File: src/rtl/seq_definitions.sv
// Shared widths and opcode encodings for the seq_issue block.
// Latency: n/a (constants and types only).
// Backpressure: n/a.
package seq_definitions;

   localparam int alu_width = 8;

   localparam logic [1:0] SEQ_OP_PUSH = 2'b00;
   localparam logic [1:0] SEQ_OP_ADD  = 2'b01;
   localparam logic [1:0] SEQ_OP_MUL  = 2'b10;
   localparam logic [1:0] SEQ_OP_SEND = 2'b11;

   // Instruction word. For PUSH, {f_mid, f_lo} is the 4-bit immediate and
   // f_hi is the destination; for SEND, f_hi is the source register.
   typedef struct packed {
      logic [1:0] op;
      logic [1:0] f_hi;   // ra (ADD/MUL/SEND) or rd (PUSH)
      logic [1:0] f_mid;  // rb
      logic [1:0] f_lo;   // rd (ADD/MUL)
   } inst_t;

endpackage

File: src/rtl/seq_rf.sv
// 4-entry register file with two combinational read ports and one write port.
// Latency: reads same cycle, writes visible the cycle after the write edge.
// Backpressure: none; a write is taken whenever we is high.
// Ports: clk, rst (sync, active-low), ra_a/rd_a, ra_b/rd_b read ports,
//        we/wa/wd write port.
module seq_rf
   import seq_definitions::*;
(
   input  logic                 clk,
   input  logic                 rst,
   input  logic [1:0]           ra_a,
   output logic [alu_width-1:0] rd_a,
   input  logic [1:0]           ra_b,
   output logic [alu_width-1:0] rd_b,
   input  logic                 we,
   input  logic [1:0]           wa,
   input  logic [alu_width-1:0] wd
);

   logic [alu_width-1:0] regs [4];

   always_ff @(posedge clk) begin
      if (!rst) begin
         for (int i = 0; i < 4; i++) regs[i] <= '0;
      end else if (we) begin
         regs[wa] <= wd;
      end
   end

   assign rd_a = regs[ra_a];
   assign rd_b = regs[ra_b];

endmodule

File: src/rtl/seq_issue.sv
// Tiny sequencer: PUSH/SEND locally, issues ADD/MUL to external units, writes back results.
// Latency: PUSH/SEND 1 cycle; ADD/MUL 1 cycle to request, then until the unit responds.
// Backpressure: o_ready low while an ADD/MUL is outstanding; i_valid is ignored then.
// Ports: clk, rst (sync, active-low); i_inst/i_valid/o_ready instruction input;
//        o_add_*/i_add_* and o_mul_*/i_mul_* unit handshakes; o_data/o_data_valid SEND output.
// Optional: define SEQ_ISSUE_TIMEOUT_EN to add a 16-cycle response timeout and sticky o_err.
module seq_issue
   import seq_definitions::*;
(
   input  logic                 clk,
   input  logic                 rst,
   input  logic [7:0]           i_inst,
   input  logic                 i_valid,
   output logic                 o_ready,
   output logic [alu_width-1:0] o_add_a,
   output logic [alu_width-1:0] o_add_b,
   output logic                 o_add_valid,
   input  logic [alu_width-1:0] i_add_data,
   input  logic                 i_add_valid,
   output logic [alu_width-1:0] o_mul_a,
   output logic [alu_width-1:0] o_mul_b,
   output logic                 o_mul_valid,
   input  logic [alu_width-1:0] i_mul_data,
   input  logic                 i_mul_valid,
   output logic [alu_width-1:0] o_data,
   output logic                 o_data_valid
`ifdef SEQ_ISSUE_TIMEOUT_EN
   ,
   output logic                 o_err
`endif
);

   typedef enum logic {IDLE = 1'b0, BUSY = 1'b1} state_t;

   state_t               state, state_nxt;
   inst_t                inst;
   logic                 accept;
   logic                 sel_mul;   // outstanding op targets the multiplier
   logic [1:0]           rd_q;
   logic                 resp;
   logic                 abort;
   logic [alu_width-1:0] rf_a, rf_b;
   logic                 rf_we;
   logic [1:0]           rf_wa;
   logic [alu_width-1:0] rf_wd;

   assign inst   = inst_t'(i_inst);
   assign accept = i_valid && o_ready;
   // Only the unit that was actually issued to may complete the operation.
   assign resp   = sel_mul ? i_mul_valid : i_add_valid;

`ifdef SEQ_ISSUE_TIMEOUT_EN
   logic [3:0] tmo_cnt;

   // Counter value 15 means this is the 16th BUSY cycle.
   assign abort = (state == BUSY) && (tmo_cnt == 4'hF) && !resp;

   always_ff @(posedge clk) begin
      if (!rst) begin
         tmo_cnt <= '0;
         o_err   <= 1'b0;
      end else begin
         tmo_cnt <= (state == BUSY) ? tmo_cnt + 4'd1 : 4'd0;
         if (abort) o_err <= 1'b1;
      end
   end
`else
   assign abort = 1'b0;
`endif

   // State register
   always_ff @(posedge clk) begin
      if (!rst) state <= IDLE;
      else      state <= state_nxt;
   end

   // Next-state logic
   always_comb begin
      state_nxt = state;
      case (state)
         IDLE:    if (accept && (inst.op == SEQ_OP_ADD || inst.op == SEQ_OP_MUL)) state_nxt = BUSY;
         BUSY:    if (resp || abort) state_nxt = IDLE;
         default: state_nxt = IDLE;
      endcase
   end

   // Outputs decoded from state
   always_comb begin
      o_ready     = (state == IDLE);
      o_add_valid = (state == BUSY) && !sel_mul;
      o_mul_valid = (state == BUSY) &&  sel_mul;
   end

   // Operand capture and SEND output; unused operand registers keep their last value.
   always_ff @(posedge clk) begin
      if (!rst) begin
         o_add_a      <= '0;
         o_add_b      <= '0;
         o_mul_a      <= '0;
         o_mul_b      <= '0;
         o_data       <= '0;
         o_data_valid <= 1'b0;
         sel_mul      <= 1'b0;
         rd_q         <= '0;
      end else begin
         o_data_valid <= 1'b0;
         if (accept) begin
            case (inst.op)
               SEQ_OP_ADD: begin
                  o_add_a <= rf_a;
                  o_add_b <= rf_b;
                  sel_mul <= 1'b0;
                  rd_q    <= inst.f_lo;
               end
               SEQ_OP_MUL: begin
                  o_mul_a <= rf_a;
                  o_mul_b <= rf_b;
                  sel_mul <= 1'b1;
                  rd_q    <= inst.f_lo;
               end
               SEQ_OP_SEND: begin
                  o_data       <= rf_a;
                  o_data_valid <= 1'b1;
               end
               default: ;
            endcase
         end
      end
   end

   // Single write port shared by PUSH (IDLE) and result write-back (BUSY); never both.
   always_comb begin
      rf_we = 1'b0;
      rf_wa = inst.f_hi;
      rf_wd = {{(alu_width-4){1'b0}}, inst.f_mid, inst.f_lo};
      if (state == BUSY) begin
         rf_we = resp;
         rf_wa = rd_q;
         rf_wd = sel_mul ? i_mul_data : i_add_data;
      end else if (accept && inst.op == SEQ_OP_PUSH) begin
         rf_we = 1'b1;
      end
   end

   seq_rf u_rf (
      .clk  (clk),
      .rst  (rst),
      .ra_a (inst.f_hi),
      .rd_a (rf_a),
      .ra_b (inst.f_mid),
      .rd_b (rf_b),
      .we   (rf_we),
      .wa   (rf_wa),
      .wd   (rf_wd)
   );

endmodule

File: config.mk
export PLATFORM = sky130hd
export DESIGN_NAME = seq_issue
export DESIGN_NICKNAME = d
export VERILOG_FILES = /design/src/rtl/seq_definitions.sv /design/src/rtl/seq_rf.sv /design/src/rtl/seq_issue.sv
export SDC_FILE = /design/constraint.sdc
export NUM_CORES = 1
export LEC_CHECK = 0
export BUFFER_PORTS_ARGS = -buffer_cell sky130_fd_sc_hd__buf_2
export CORE_MARGIN = 10
export CORE_UTILIZATION = 55
export DETAILED_ROUTE_END_ITERATION = 6
export HOLD_SLACK_MARGIN = 0.02
export MAX_ROUTING_LAYER = met4
export PLACE_DENSITY = 0.8
export SYNTH_ARGS = -nofsm -noshare
export SYNTH_HDL_FRONTEND = slang
export SYNTH_HIERARCHICAL = 1
export SYNTH_SLANG_ARGS = --single-unit
File: constraint.sdc
create_clock -name clk -period 3.2 [get_ports clk]
set_clock_uncertainty 0.2 [all_clocks]
set_input_delay 0.64 -clock clk [delete_from_list [all_inputs] [get_ports clk]]
set_output_delay 0.64 -clock clk [all_outputs]
set_load 0.1 [all_outputs]
Word level (Yosys, flattened, before mapping) --
Memory sizes are Yosys's and may differ from the RTL's. Cells that the tools add are included.
Storage, ports and cells: register bits after elaboration 45, RAM bits 32, input bits 29, output and inout port bits 44, word-level logic and storage cells 49, memories 1
Memories:
- u_rf.regs | depth 4, width 8, rd ports 2, clocked after Yosys merged registers in 0, write ports 4, RTL line seq_rf.sv:20 | logic [alu_width-1:0] regs [4];
Operators by class: equal/unequal tests 3, mux-type cells 18, bitwise operators 1, reductions and logical operators 17
Operator list (number):
- $mux W8 | 3
- $reduce_and A2 Y1 | 6
- $mux W1 | 11
- $reduce_or A8 Y1 | 1
- $logic_and A1 B1 Y1 | 5
- $eq A2 B2 Y1 const B | 2
- $mux W2 | 2
- $pmux W1 S2 | 2
- $eq A2 B1 Y1 const B | 1
- $logic_not A2 Y1 | 1
- $reduce_bool A2 Y1 | 1
- $reduce_or A2 Y1 | 1
- $logic_not A1 Y1 | 1
- $logic_or A1 B1 Y1 | 1
- $not A1 Y1 | 1

Logic depth before layout (Yosys ltp) --
Gate-level depths: netlist of run 1.
depth after elaboration 10, gate-level depth with buffers 6, mapped depth without buffers 5

Cells and area by module --
The synthesis of run 1 kept the hierarchy.
By module, submodules not included:
- seq_issue | instances 1, cells an instance 207, area each 2018.2 um2, sequential area each 900.9 um2
- seq_rf | instances 1, cells an instance 97, area each 1634.1 um2, sequential area each 960.9 um2

Worst setup path before layout of run 1 --
No wires, ideal clock.
path kind register -> output, from register state, to output port o_add_valid, data arrival time 2.259 ns, data required time 2.360 ns, setup slack 0.101 ns, stages on the path, launching flop included 4, path buffers 1, path through dfxtp_1 buf_6 inv_1 nor2_1
On the way: word-level cells in the longest chain between the ends 1
RTL lines:
- from (decl) | RTL line seq_issue.sv:35 | state_t state, state_nxt;
- from (signal assigned) | RTL line seq_issue.sv:74 | else state <= state_nxt;
- $logic_and A1 B1 Y1 | RTL line seq_issue.sv:90 | o_add_valid = (state == BUSY) && !sel_mul;
- to (decl) | RTL line seq_issue.sv:17 | output logic o_add_valid,
No other way between the ends.

Final worst setup path of run 1 --
from register state, to output port o_mul_valid
On the way: word-level cells in the longest chain between the ends 1
RTL lines:
- $logic_and A1 B1 Y1 | RTL line seq_issue.sv:91 | o_mul_valid = (state == BUSY) && sel_mul;
- to (decl) | RTL line seq_issue.sv:22 | output logic o_mul_valid,
No other way between the ends.

==> flow_results.xml, run 1 <==
<?xml version="1.0" encoding="UTF-8"?>
<metrics>
  <group name="global_route">
    <metric name="grt_antenna_before_repair" unit="">0</metric>
    <metric name="number_of_global_route_vias_before_repair" unit="">2560</metric>
    <metric name="grt_first_pass_wirelength" unit="um">13050</metric>
    <metric name="total_global_routing_track_utilization" unit="%">16.74</metric>
    <metric name="grt_overflow" unit="">0</metric>
    <metric name="grt_start_max_net_pins" unit="">47</metric>
  </group>
  <group name="synth">
    <metric name="post_synth_main_area_contributors" unit="">sky130_fd_sc_hd__edfxtp_1, sky130_fd_sc_hd__dfxtp_1, sky130_fd_sc_hd__mux2i_1</metric>
    <metric name="yosys.cell_count.top_type" unit="">sky130_fd_sc_hd__nand2_1</metric>
    <metric name="netlist_instances" unit="">304</metric>
    <metric name="postSynthNetCount" unit="">337</metric>
    <metric name="yosys_warnings" unit="">6</metric>
    <metric name="synth_largest_type_area_fraction" unit="%">26.31</metric>
    <metric name="netlist.top_cell.by_area" unit="">sky130_fd_sc_hd__edfxtp_1</metric>
    <metric name="synth_seq_cells" unit="">77</metric>
    <metric name="post_synth_edffs" unit="">32</metric>
    <metric name="mean_syn_cell_area" unit="um^2">12.01</metric>
    <metric name="async_reset_ff_share" unit="%">0</metric>
    <metric name="mapped_cell_area" unit="um^2">3652</metric>
    <metric name="synth_sequential_area_ratio" unit="%">50.98</metric>
    <metric name="postSynth.topFlopCell" unit="">sky130_fd_sc_hd__dfxtp_1</metric>
    <metric name="post_synth_most_frequent_cells" unit="">sky130_fd_sc_hd__nand2_1, sky130_fd_sc_hd__mux2i_1, sky130_fd_sc_hd__dfxtp_1, sky130_fd_sc_hd__edfxtp_1, sky130_fd_sc_hd__and2_1</metric>
    <metric name="synth.distinct_cells" unit="">30</metric>
  </group>
  <group name="timing">
    <metric name="layout_min_cycle_time" unit="ps">2566</metric>
    <metric name="finalMaxSlewViolations" unit="">0</metric>
    <metric name="final-setup-viol-count" unit="">0</metric>
    <metric name="rsz0062_at_grt" unit="">no</metric>
    <metric name="relSlewSlack" unit="%">49.20</metric>
    <metric name="timing_worst_slew_pin_value" unit="ps">762.0</metric>
    <metric name="hold_viol_final" unit="">0</metric>
    <metric name="clock.fmax" unit="MHz">389.8</metric>
    <metric name="min_period_over_period" unit="%">80.18</metric>
    <metric name="hold_slack" unit="ps">256.9</metric>
    <metric name="totalNegativeSetupSlack" unit="ps">0</metric>
  </group>
  <group name="finish">
    <metric name="filler_cell_count" unit="">504</metric>
    <metric name="area_growth" unit="%">14.11</metric>
    <metric name="antenna_cells" unit="">0</metric>
    <metric name="layout-drive-gt1-share" unit="%">30.85</metric>
    <metric name="finish.net_count" unit="">404</metric>
  </group>
  <group name="cts">
    <metric name="clkTransAtPathRegs" unit="ps">80</metric>
    <metric name="cts.sink_count" unit="">77</metric>
    <metric name="htree_levels" unit="">3</metric>
    <metric name="cts_root_buffer" unit="">sky130_fd_sc_hd__clkbuf_8</metric>
    <metric name="cts_setup_buffers" unit="">0</metric>
    <metric name="tritoncts" unit="">yes</metric>
    <metric name="holdBufCountCts" unit="">0</metric>
    <metric name="worstSkewPairLatency" unit="ps">350</metric>
    <metric name="clock_path_buffers" unit="">2</metric>
    <metric name="post_cts_resize_count" unit="">0</metric>
    <metric name="cts_inserted_buffers" unit="">9</metric>
  </group>
  <group name="worst_setup_path">
    <metric name="cp_max_fo" unit="">14</metric>
    <metric name="critical_path.startpoint_type" unit="">flip-flop</metric>
    <metric name="crit_arrival" unit="ps">1730</metric>
    <metric name="critical_path.endpoint_type" unit="">output port</metric>
    <metric name="critical_path_required" unit="ps">2360</metric>
    <metric name="rr_startpoint" unit="">state</metric>
    <metric name="worst_setup_path_type" unit="">reg2out</metric>
    <metric name="setup.worst_path.start" unit="">state</metric>
  </group>
  <group name="floorplan">
    <metric name="start_util" unit="%">57.19</metric>
    <metric name="die_area" unit="um^2">10300</metric>
    <metric name="core.rowCount" unit="">29</metric>
    <metric name="design.core.area" unit="um^2">6386</metric>
    <metric name="die_h" unit="um">101.5</metric>
    <metric name="floorplan.io_pins" unit="">73</metric>
    <metric name="die-width" unit="um">101.5</metric>
  </group>
  <group name="routing">
    <metric name="via_count" unit="">2471</metric>
    <metric name="number_of_optimization_iterations_in_the_first_detailed_route_pass" unit="">4</metric>
    <metric name="route.final.wire_length" unit="um">7969</metric>
    <metric name="detail_route.drc_violations" unit="">0</metric>
    <metric name="detail-route-antenna-nets" unit="">0</metric>
    <metric name="detail_route.vias_per_cell" unit="">5.455</metric>
    <metric name="drt_first_iter_violations" unit="">129</metric>
    <metric name="route.detailed.wl_per_inst" unit="um">17.59</metric>
  </group>
  <group name="pwr">
    <metric name="pwr-share-clk" unit="%">32.1</metric>
    <metric name="power_report.internal_total" unit="W">0.001474</metric>
    <metric name="power.share.switching" unit="%">30.28</metric>
    <metric name="power.switching" unit="W">0.0006400</metric>
    <metric name="cellLeakagePower" unit="nW">1.970</metric>
    <metric name="power.ir.vdd_worst" unit="mV">0.3397</metric>
    <metric name="powerDensity" unit="nW/um^2">507.2</metric>
    <metric name="seq_power_share" unit="%">51.3</metric>
    <metric name="p_comb_share" unit="%">16.5</metric>
  </group>
  <group name="placement">
    <metric name="gp_congestion" unit="">0.7906</metric>
    <metric name="place_hpwl" unit="um">5916</metric>
    <metric name="total_of_buffers_placed_on_input_and_output_ports" unit="">72</metric>
  </group>
  <group name="hold_path">
    <metric name="hold_path_startpoint" unit="">o_add_b[5]</metric>
    <metric name="hold_class" unit="">reg2reg</metric>
  </group>
  <group name="job">
    <metric name="drv.max_cap_violation_count" unit="">0</metric>
  </group>
  <group name="run_status">
    <metric name="status" unit="">finished clean</metric>
  </group>
</metrics>
[per-layer routing]
metal | global-route usage, % | vias up | wire length (um) | part of all wire, %
li1 | - | 1197 | - | -
met5 | - | - | 0 | 0
met4 | 6.109 | 0 | 136 | 1.7
met1 | 20.08 | 1169 | 3533 | 44
met2 | 24.90 | 97 | 3716 | 47
met3 | 6.671 | 8 | 582 | 7.3
[layout by cell type (no fill, tap or decap), types with 3 or more instances in the layout]
cell	instances
sky130_fd_sc_hd__a21oi_1	4
sky130_fd_sc_hd__and2_1	26
sky130_fd_sc_hd__and3_1	8
sky130_fd_sc_hd__buf_2	72
sky130_fd_sc_hd__buf_4	6
sky130_fd_sc_hd__clkbuf_8	10
sky130_fd_sc_hd__dfxtp_1	45
sky130_fd_sc_hd__edfxtp_1	32
sky130_fd_sc_hd__ha_1	4
sky130_fd_sc_hd__inv_1	4
sky130_fd_sc_hd__mux2_2	3
sky130_fd_sc_hd__mux2i_1	51
sky130_fd_sc_hd__mux4_2	16
sky130_fd_sc_hd__nand2_1	65
sky130_fd_sc_hd__nor2_1	9
[worst paths after layout]
| kind | cells past startpoint | endpoint | slack (ps) |
|---|---|---|---|
| setup / recovery | 3 | o_mul_valid | 630 |
| hold / removal | 2 | o_add_b[5] | 260 |
| hold reg to reg | 2 | o_add_b[5] | 260 |
| setup reg to reg | 5 | u_rf/regs[0][3] | 900 |
[power by group through the flow]
stage                     Clock (W)  Sequential, W  Combinational, W
after CTS                  0.000697        0.00109          0.000352
after global placement            0        0.00111          0.000345
final                      0.000679        0.00109          0.000349
after global routing       0.000733        0.00109          0.000372
after detailed placement          0        0.00111          0.000350
after floorplan                   0        0.00121          0.000176
[stage by stage]
step	setup WS, ps	util [%]	power, W	std cells	instance area [um^2]
2_1_floorplan	100.7	-	0.001386	304	3652
4_1_cts	622.2	65.26	0.002134	453	4168
5_1_grt	521.0	65.26	0.002196	453	4168
3_3_place_gp	842.2	62.42	0.001450	437	3986
3_5_place_dp	749.4	62.42	0.001459	437	3986
6_report	634.4	65.26	0.002114	453	4168
[layout make-up]
class | count | area [um^2] | share of cell area, %
Clock buffer | 10 | 137.6 | 3.302
Clock inverter | 6 | 43.79 | 1.051
Timing Repair Buffer | 78 | 405.4 | 9.727
Tap cell | 77 | 96.34 | 2.312
Sequential cell | 77 | 1862 | 44.67
Multi-Input combinational cell | 201 | 1608 | 38.58
Inverter | 4 | 15.01 | 0.3603
[critical path, stage by stage, from the launching register on]
cell	delay, ps
sky130_fd_sc_hd__dfxtp_1	610
sky130_fd_sc_hd__buf_4	230
sky130_fd_sc_hd__and2_1	120
sky130_fd_sc_hd__buf_2	420
[logic make-up after synthesis]
kind of cell,Yosys count,synth area share (%)
AND/OR/NAND/NOR,119,16.58
flip-flops,77,50.98
multiplexers,70,24.77
buffers and inverters,26,5.001
AO/OA/AOI/OAI,8,1.302
adder cells (fa/ha/maj),4,1.370
[flip-flops by register name, summed over array words and instances, names as in the netlist]
register	cells
o_add_a	8
o_data	8
rd_q	2
o_add_b	8
sel_mul	1
u_rf/regs	32
o_data_valid	1
state	1
o_mul_b	8
o_mul_a	8
(Power assumes the default switching activity.)
==> run 2: changes to the inputs <==
ABC_AREA = 1   (was default)
PLACE_DENSITY = 0.79   (was 0.8)
clock period = 2.5 ns   (was 3.2 ns; I/O delays follow)
==> run 2 against run 1 <==
Count of clock-buffer cells in the layout rose by 2; sequential cell count did not move; global-route usage rose by 1.3 points; critical path type unchanged; critical endpoint is now o_add_valid; largest power group unchanged; highest routed layer unchanged.
==> flow_results.xml, run 2 <==
<?xml version="1.0" encoding="UTF-8"?>
<metrics>
  <group name="pwr">
    <metric name="power_report.internal_total" unit="W">0.001939</metric>
    <metric name="seq_power_share" unit="%">47.4</metric>
    <metric name="p_comb_share" unit="%">23.3</metric>
    <metric name="power.switching" unit="W">0.001028</metric>
    <metric name="power.ir.vdd_worst" unit="mV">0.3997</metric>
    <metric name="power.share.switching" unit="%">34.65</metric>
    <metric name="powerDensity" unit="nW/um^2">656.8</metric>
    <metric name="cellLeakagePower" unit="nW">2.524</metric>
    <metric name="pwr-share-clk" unit="%">29.3</metric>
  </group>
  <group name="worst_setup_path">
    <metric name="reg2reg_setup_slack" unit="ps">370</metric>
    <metric name="critical_path_buf_inv_count" unit="">2</metric>
    <metric name="crit_path_largest_cell_delay" unit="ps">420</metric>
    <metric name="critical_path.endpoint_type" unit="">output port</metric>
    <metric name="worst_setup_path_type" unit="">reg2out</metric>
    <metric name="crit_arrival" unit="ps">1650</metric>
    <metric name="worst_path_dominant_cell_family" unit="">buffers and inverters</metric>
    <metric name="critical_path_required" unit="ps">1800</metric>
    <metric name="critical_path.startpoint_type" unit="">flip-flop</metric>
    <metric name="crit_path_top_delay_cell" unit="">sky130_fd_sc_hd__clkbuf_4</metric>
    <metric name="r2r.worst_path.cells" unit="">5</metric>
    <metric name="worst_r2r_endpoint" unit="">u_rf/regs[2][5]</metric>
    <metric name="crit_path_cell_trace" unit="">inv_2, nor2_2, clkbuf_4</metric>
    <metric name="cp_max_fo" unit="">15</metric>
    <metric name="rr_startpoint" unit="">state</metric>
  </group>
  <group name="finish">
    <metric name="stdcell_area" unit="um^2">4517</metric>
    <metric name="area_growth" unit="%">15.30</metric>
    <metric name="layout_commonest_cell" unit="">sky130_fd_sc_hd__nand2_1</metric>
    <metric name="final_core_util" unit="%">65.76</metric>
    <metric name="antenna_cells" unit="">0</metric>
    <metric name="largest_register" unit="">u_rf/regs</metric>
    <metric name="finish.net_count" unit="">669</metric>
    <metric name="layout-drive-gt1-share" unit="%">16.38</metric>
    <metric name="largest_register_ffs" unit="">32</metric>
    <metric name="most-common-layout-cells" unit="">sky130_fd_sc_hd__nand2_1, sky130_fd_sc_hd__nor2_1, sky130_fd_sc_hd__inv_1, sky130_fd_sc_hd__buf_2, sky130_fd_sc_hd__dfxtp_1</metric>
  </group>
  <group name="synth">
    <metric name="synth-adder-area-share" unit="%">1.278</metric>
    <metric name="synth_seq_cells" unit="">77</metric>
    <metric name="synth_simple_gate_area_share" unit="%">38.45</metric>
    <metric name="postSynth.topFlopCell" unit="">sky130_fd_sc_hd__dfxtp_1</metric>
    <metric name="post_synth_main_area_contributors" unit="">sky130_fd_sc_hd__edfxtp_1, sky130_fd_sc_hd__dfxtp_1, sky130_fd_sc_hd__nand2_1</metric>
    <metric name="post_synth_most_frequent_cells" unit="">sky130_fd_sc_hd__nand2_1, sky130_fd_sc_hd__nor2_1, sky130_fd_sc_hd__inv_1, sky130_fd_sc_hd__dfxtp_1, sky130_fd_sc_hd__nand3_1</metric>
    <metric name="dominant_combinational_cell_family_by_area_after_synthesis" unit="">simple AND/OR/NAND/NOR gates</metric>
    <metric name="netlist_instances" unit="">568</metric>
    <metric name="postSynthNetCount" unit="">601</metric>
    <metric name="synth_largest_type_area_fraction" unit="%">24.53</metric>
    <metric name="async_reset_ff_share" unit="%">0</metric>
    <metric name="compound_gate_portion_of_the_synthesized_area" unit="%">0.6388</metric>
    <metric name="synth_xor_area_share" unit="%">0</metric>
    <metric name="muxShareOfSynthArea" unit="%">0</metric>
    <metric name="post_synth_edffs" unit="">32</metric>
    <metric name="mean_syn_cell_area" unit="um^2">6.897</metric>
    <metric name="netlist.top_cell.by_area" unit="">sky130_fd_sc_hd__edfxtp_1</metric>
    <metric name="synth.distinct_cells" unit="">25</metric>
    <metric name="yosys_warnings" unit="">6</metric>
    <metric name="synth_sequential_area_ratio" unit="%">47.52</metric>
    <metric name="yosys.cell_count.top_type" unit="">sky130_fd_sc_hd__nand2_1</metric>
    <metric name="mapped_cell_area" unit="um^2">3918</metric>
  </group>
  <group name="floorplan">
    <metric name="die_h" unit="um">104.4</metric>
    <metric name="floorplan.io_pins" unit="">73</metric>
    <metric name="design.core.area" unit="um^2">6869</metric>
    <metric name="core.rowCount" unit="">30</metric>
    <metric name="die_area" unit="um^2">10900</metric>
    <metric name="start_util" unit="%">57.03</metric>
    <metric name="die-width" unit="um">104.4</metric>
  </group>
  <group name="timing">
    <metric name="finalMaxSlewViolations" unit="">0</metric>
    <metric name="relSlewSlack" unit="%">65.23</metric>
    <metric name="final-setup-viol-count" unit="">0</metric>
    <metric name="layout_min_cycle_time" unit="ps">2349</metric>
    <metric name="totalNegativeSetupSlack" unit="ps">0</metric>
    <metric name="timing_worst_slew_pin_value" unit="ps">518.1</metric>
    <metric name="rsz0062_at_grt" unit="">no</metric>
    <metric name="clock.fmax" unit="MHz">425.7</metric>
    <metric name="hold_viol_final" unit="">0</metric>
    <metric name="min_period_over_period" unit="%">93.96</metric>
  </group>
  <group name="global_route">
    <metric name="grt_overflow" unit="">0</metric>
    <metric name="total_global_routing_track_utilization" unit="%">18.05</metric>
    <metric name="grt_first_pass_wirelength" unit="um">15690</metric>
    <metric name="grt_start_max_net_pins" unit="">33</metric>
    <metric name="grt_antenna_before_repair" unit="">0</metric>
    <metric name="number_of_global_route_vias_before_repair" unit="">3340</metric>
  </group>
  <group name="cts">
    <metric name="worstSkewPairLatency" unit="ps">350</metric>
    <metric name="cts_setup_buffers" unit="">0</metric>
    <metric name="htree_levels" unit="">3</metric>
    <metric name="cts_root_buffer" unit="">sky130_fd_sc_hd__clkbuf_8</metric>
    <metric name="cts_inserted_buffers" unit="">9</metric>
    <metric name="holdBufCountCts" unit="">0</metric>
    <metric name="post_cts_resize_count" unit="">0</metric>
    <metric name="clkTransAtPathRegs" unit="ps">80</metric>
    <metric name="cts.sink_count" unit="">77</metric>
    <metric name="clock_path_buffers" unit="">2</metric>
    <metric name="tritoncts" unit="">yes</metric>
  </group>
  <group name="hold_path">
    <metric name="hold_class" unit="">in2reg</metric>
    <metric name="hold_depth" unit="">3</metric>
    <metric name="hold_path_startpoint" unit="">i_inst[0]</metric>
    <metric name="min_to" unit="">rd_q[0]</metric>
  </group>
  <group name="routing">
    <metric name="detail_route.drc_violations" unit="">0</metric>
    <metric name="number_of_optimization_iterations_in_the_first_detailed_route_pass" unit="">5</metric>
    <metric name="drt_first_iter_violations" unit="">191</metric>
    <metric name="via_count" unit="">3517</metric>
    <metric name="detail_route.vias_per_cell" unit="">4.772</metric>
    <metric name="route.final.wire_length" unit="um">9598</metric>
    <metric name="detail-route-antenna-nets" unit="">0</metric>
    <metric name="route.detailed.wl_per_inst" unit="um">13.02</metric>
  </group>
  <group name="run_status">
    <metric name="status" unit="">finished clean</metric>
  </group>
  <group name="placement">
    <metric name="place_hpwl" unit="um">7156</metric>
    <metric name="placed_cell_area" unit="um^2">4329</metric>
    <metric name="gp_congestion" unit="">0.9187</metric>
    <metric name="total_of_buffers_placed_on_input_and_output_ports" unit="">72</metric>
  </group>
  <group name="job">
    <metric name="drv.max_cap_violation_count" unit="">0</metric>
  </group>
</metrics>
==> run 2: power by group through the flow <==
stage               clock (W)  combinational (W)  sequential (W)
CTS                  0.000896           0.000691         0.00141
finish               0.000869           0.000692         0.00141
global placement            0           0.000677         0.00143
floorplan                   0           0.000294         0.00169
global route         0.000949           0.000749         0.00141
detailed placement          0           0.000688         0.00144
==> run 2: through the flow <==
step                      setup slack [ps]  power [W]  hold slack, ps  std cells
after floorplan                      126.3   0.001981           289.5        568
after global placement               207.6   0.002110           293.1        721
after detailed placement             168.2   0.002123           296.3        721
after CTS                            45.02   0.002993           173.4        737
after global routing                 58.94   0.003110           205.8        737
final                                151.0   0.002967           185.4        737
==> run 2: worst max path at each step <==
stage,startpoint,endpoint,cells after the start
finish,state,o_add_valid,3
global route,state,o_add_valid,3
CTS,state,o_add_valid,3
detailed placement,i_inst[6],u_rf/regs[1][2],9
global placement,i_inst[6],u_rf/regs[2][7],9
floorplan,state,u_rf/regs[2][0],5
==> run 2: kinds of logic (layout without fill, tap and decap cells) <==
kind of cell    Yosys count  in the layout
compound gates            5              5
fa+ha+maj                 4              4
simple gates            366            366
buf+inv                 116            189
flops                    77             77
==> run 2: worst reg2reg max path, stage by stage (launching register included) <==
cell and delay (ps):
sky130_fd_sc_hd__dfxtp_1 400, sky130_fd_sc_hd__inv_2 150, sky130_fd_sc_hd__o21ai_1 460, sky130_fd_sc_hd__nand2_2 240, sky130_fd_sc_hd__o21ai_1 200, sky130_fd_sc_hd__buf_4 190
==> run 2: area by class of cell <==
type	instances	area [um^2]
Clock buffer	12	156.4
Clock inverter	4	28.78
Fill cell	649	2352
Inverter	94	352.8
Multi-Input combinational cell	375	1582
Sequential cell	77	1862
Tap cell	96	120.1
Timing Repair Buffer	79	415.4
==> run 2: layer usage <==
layer	track usage (%)	wire length (um)
met3	4.151	688
met5	-	0
met2	27.93	4326
met4	8.151	182
met1	21.89	4400
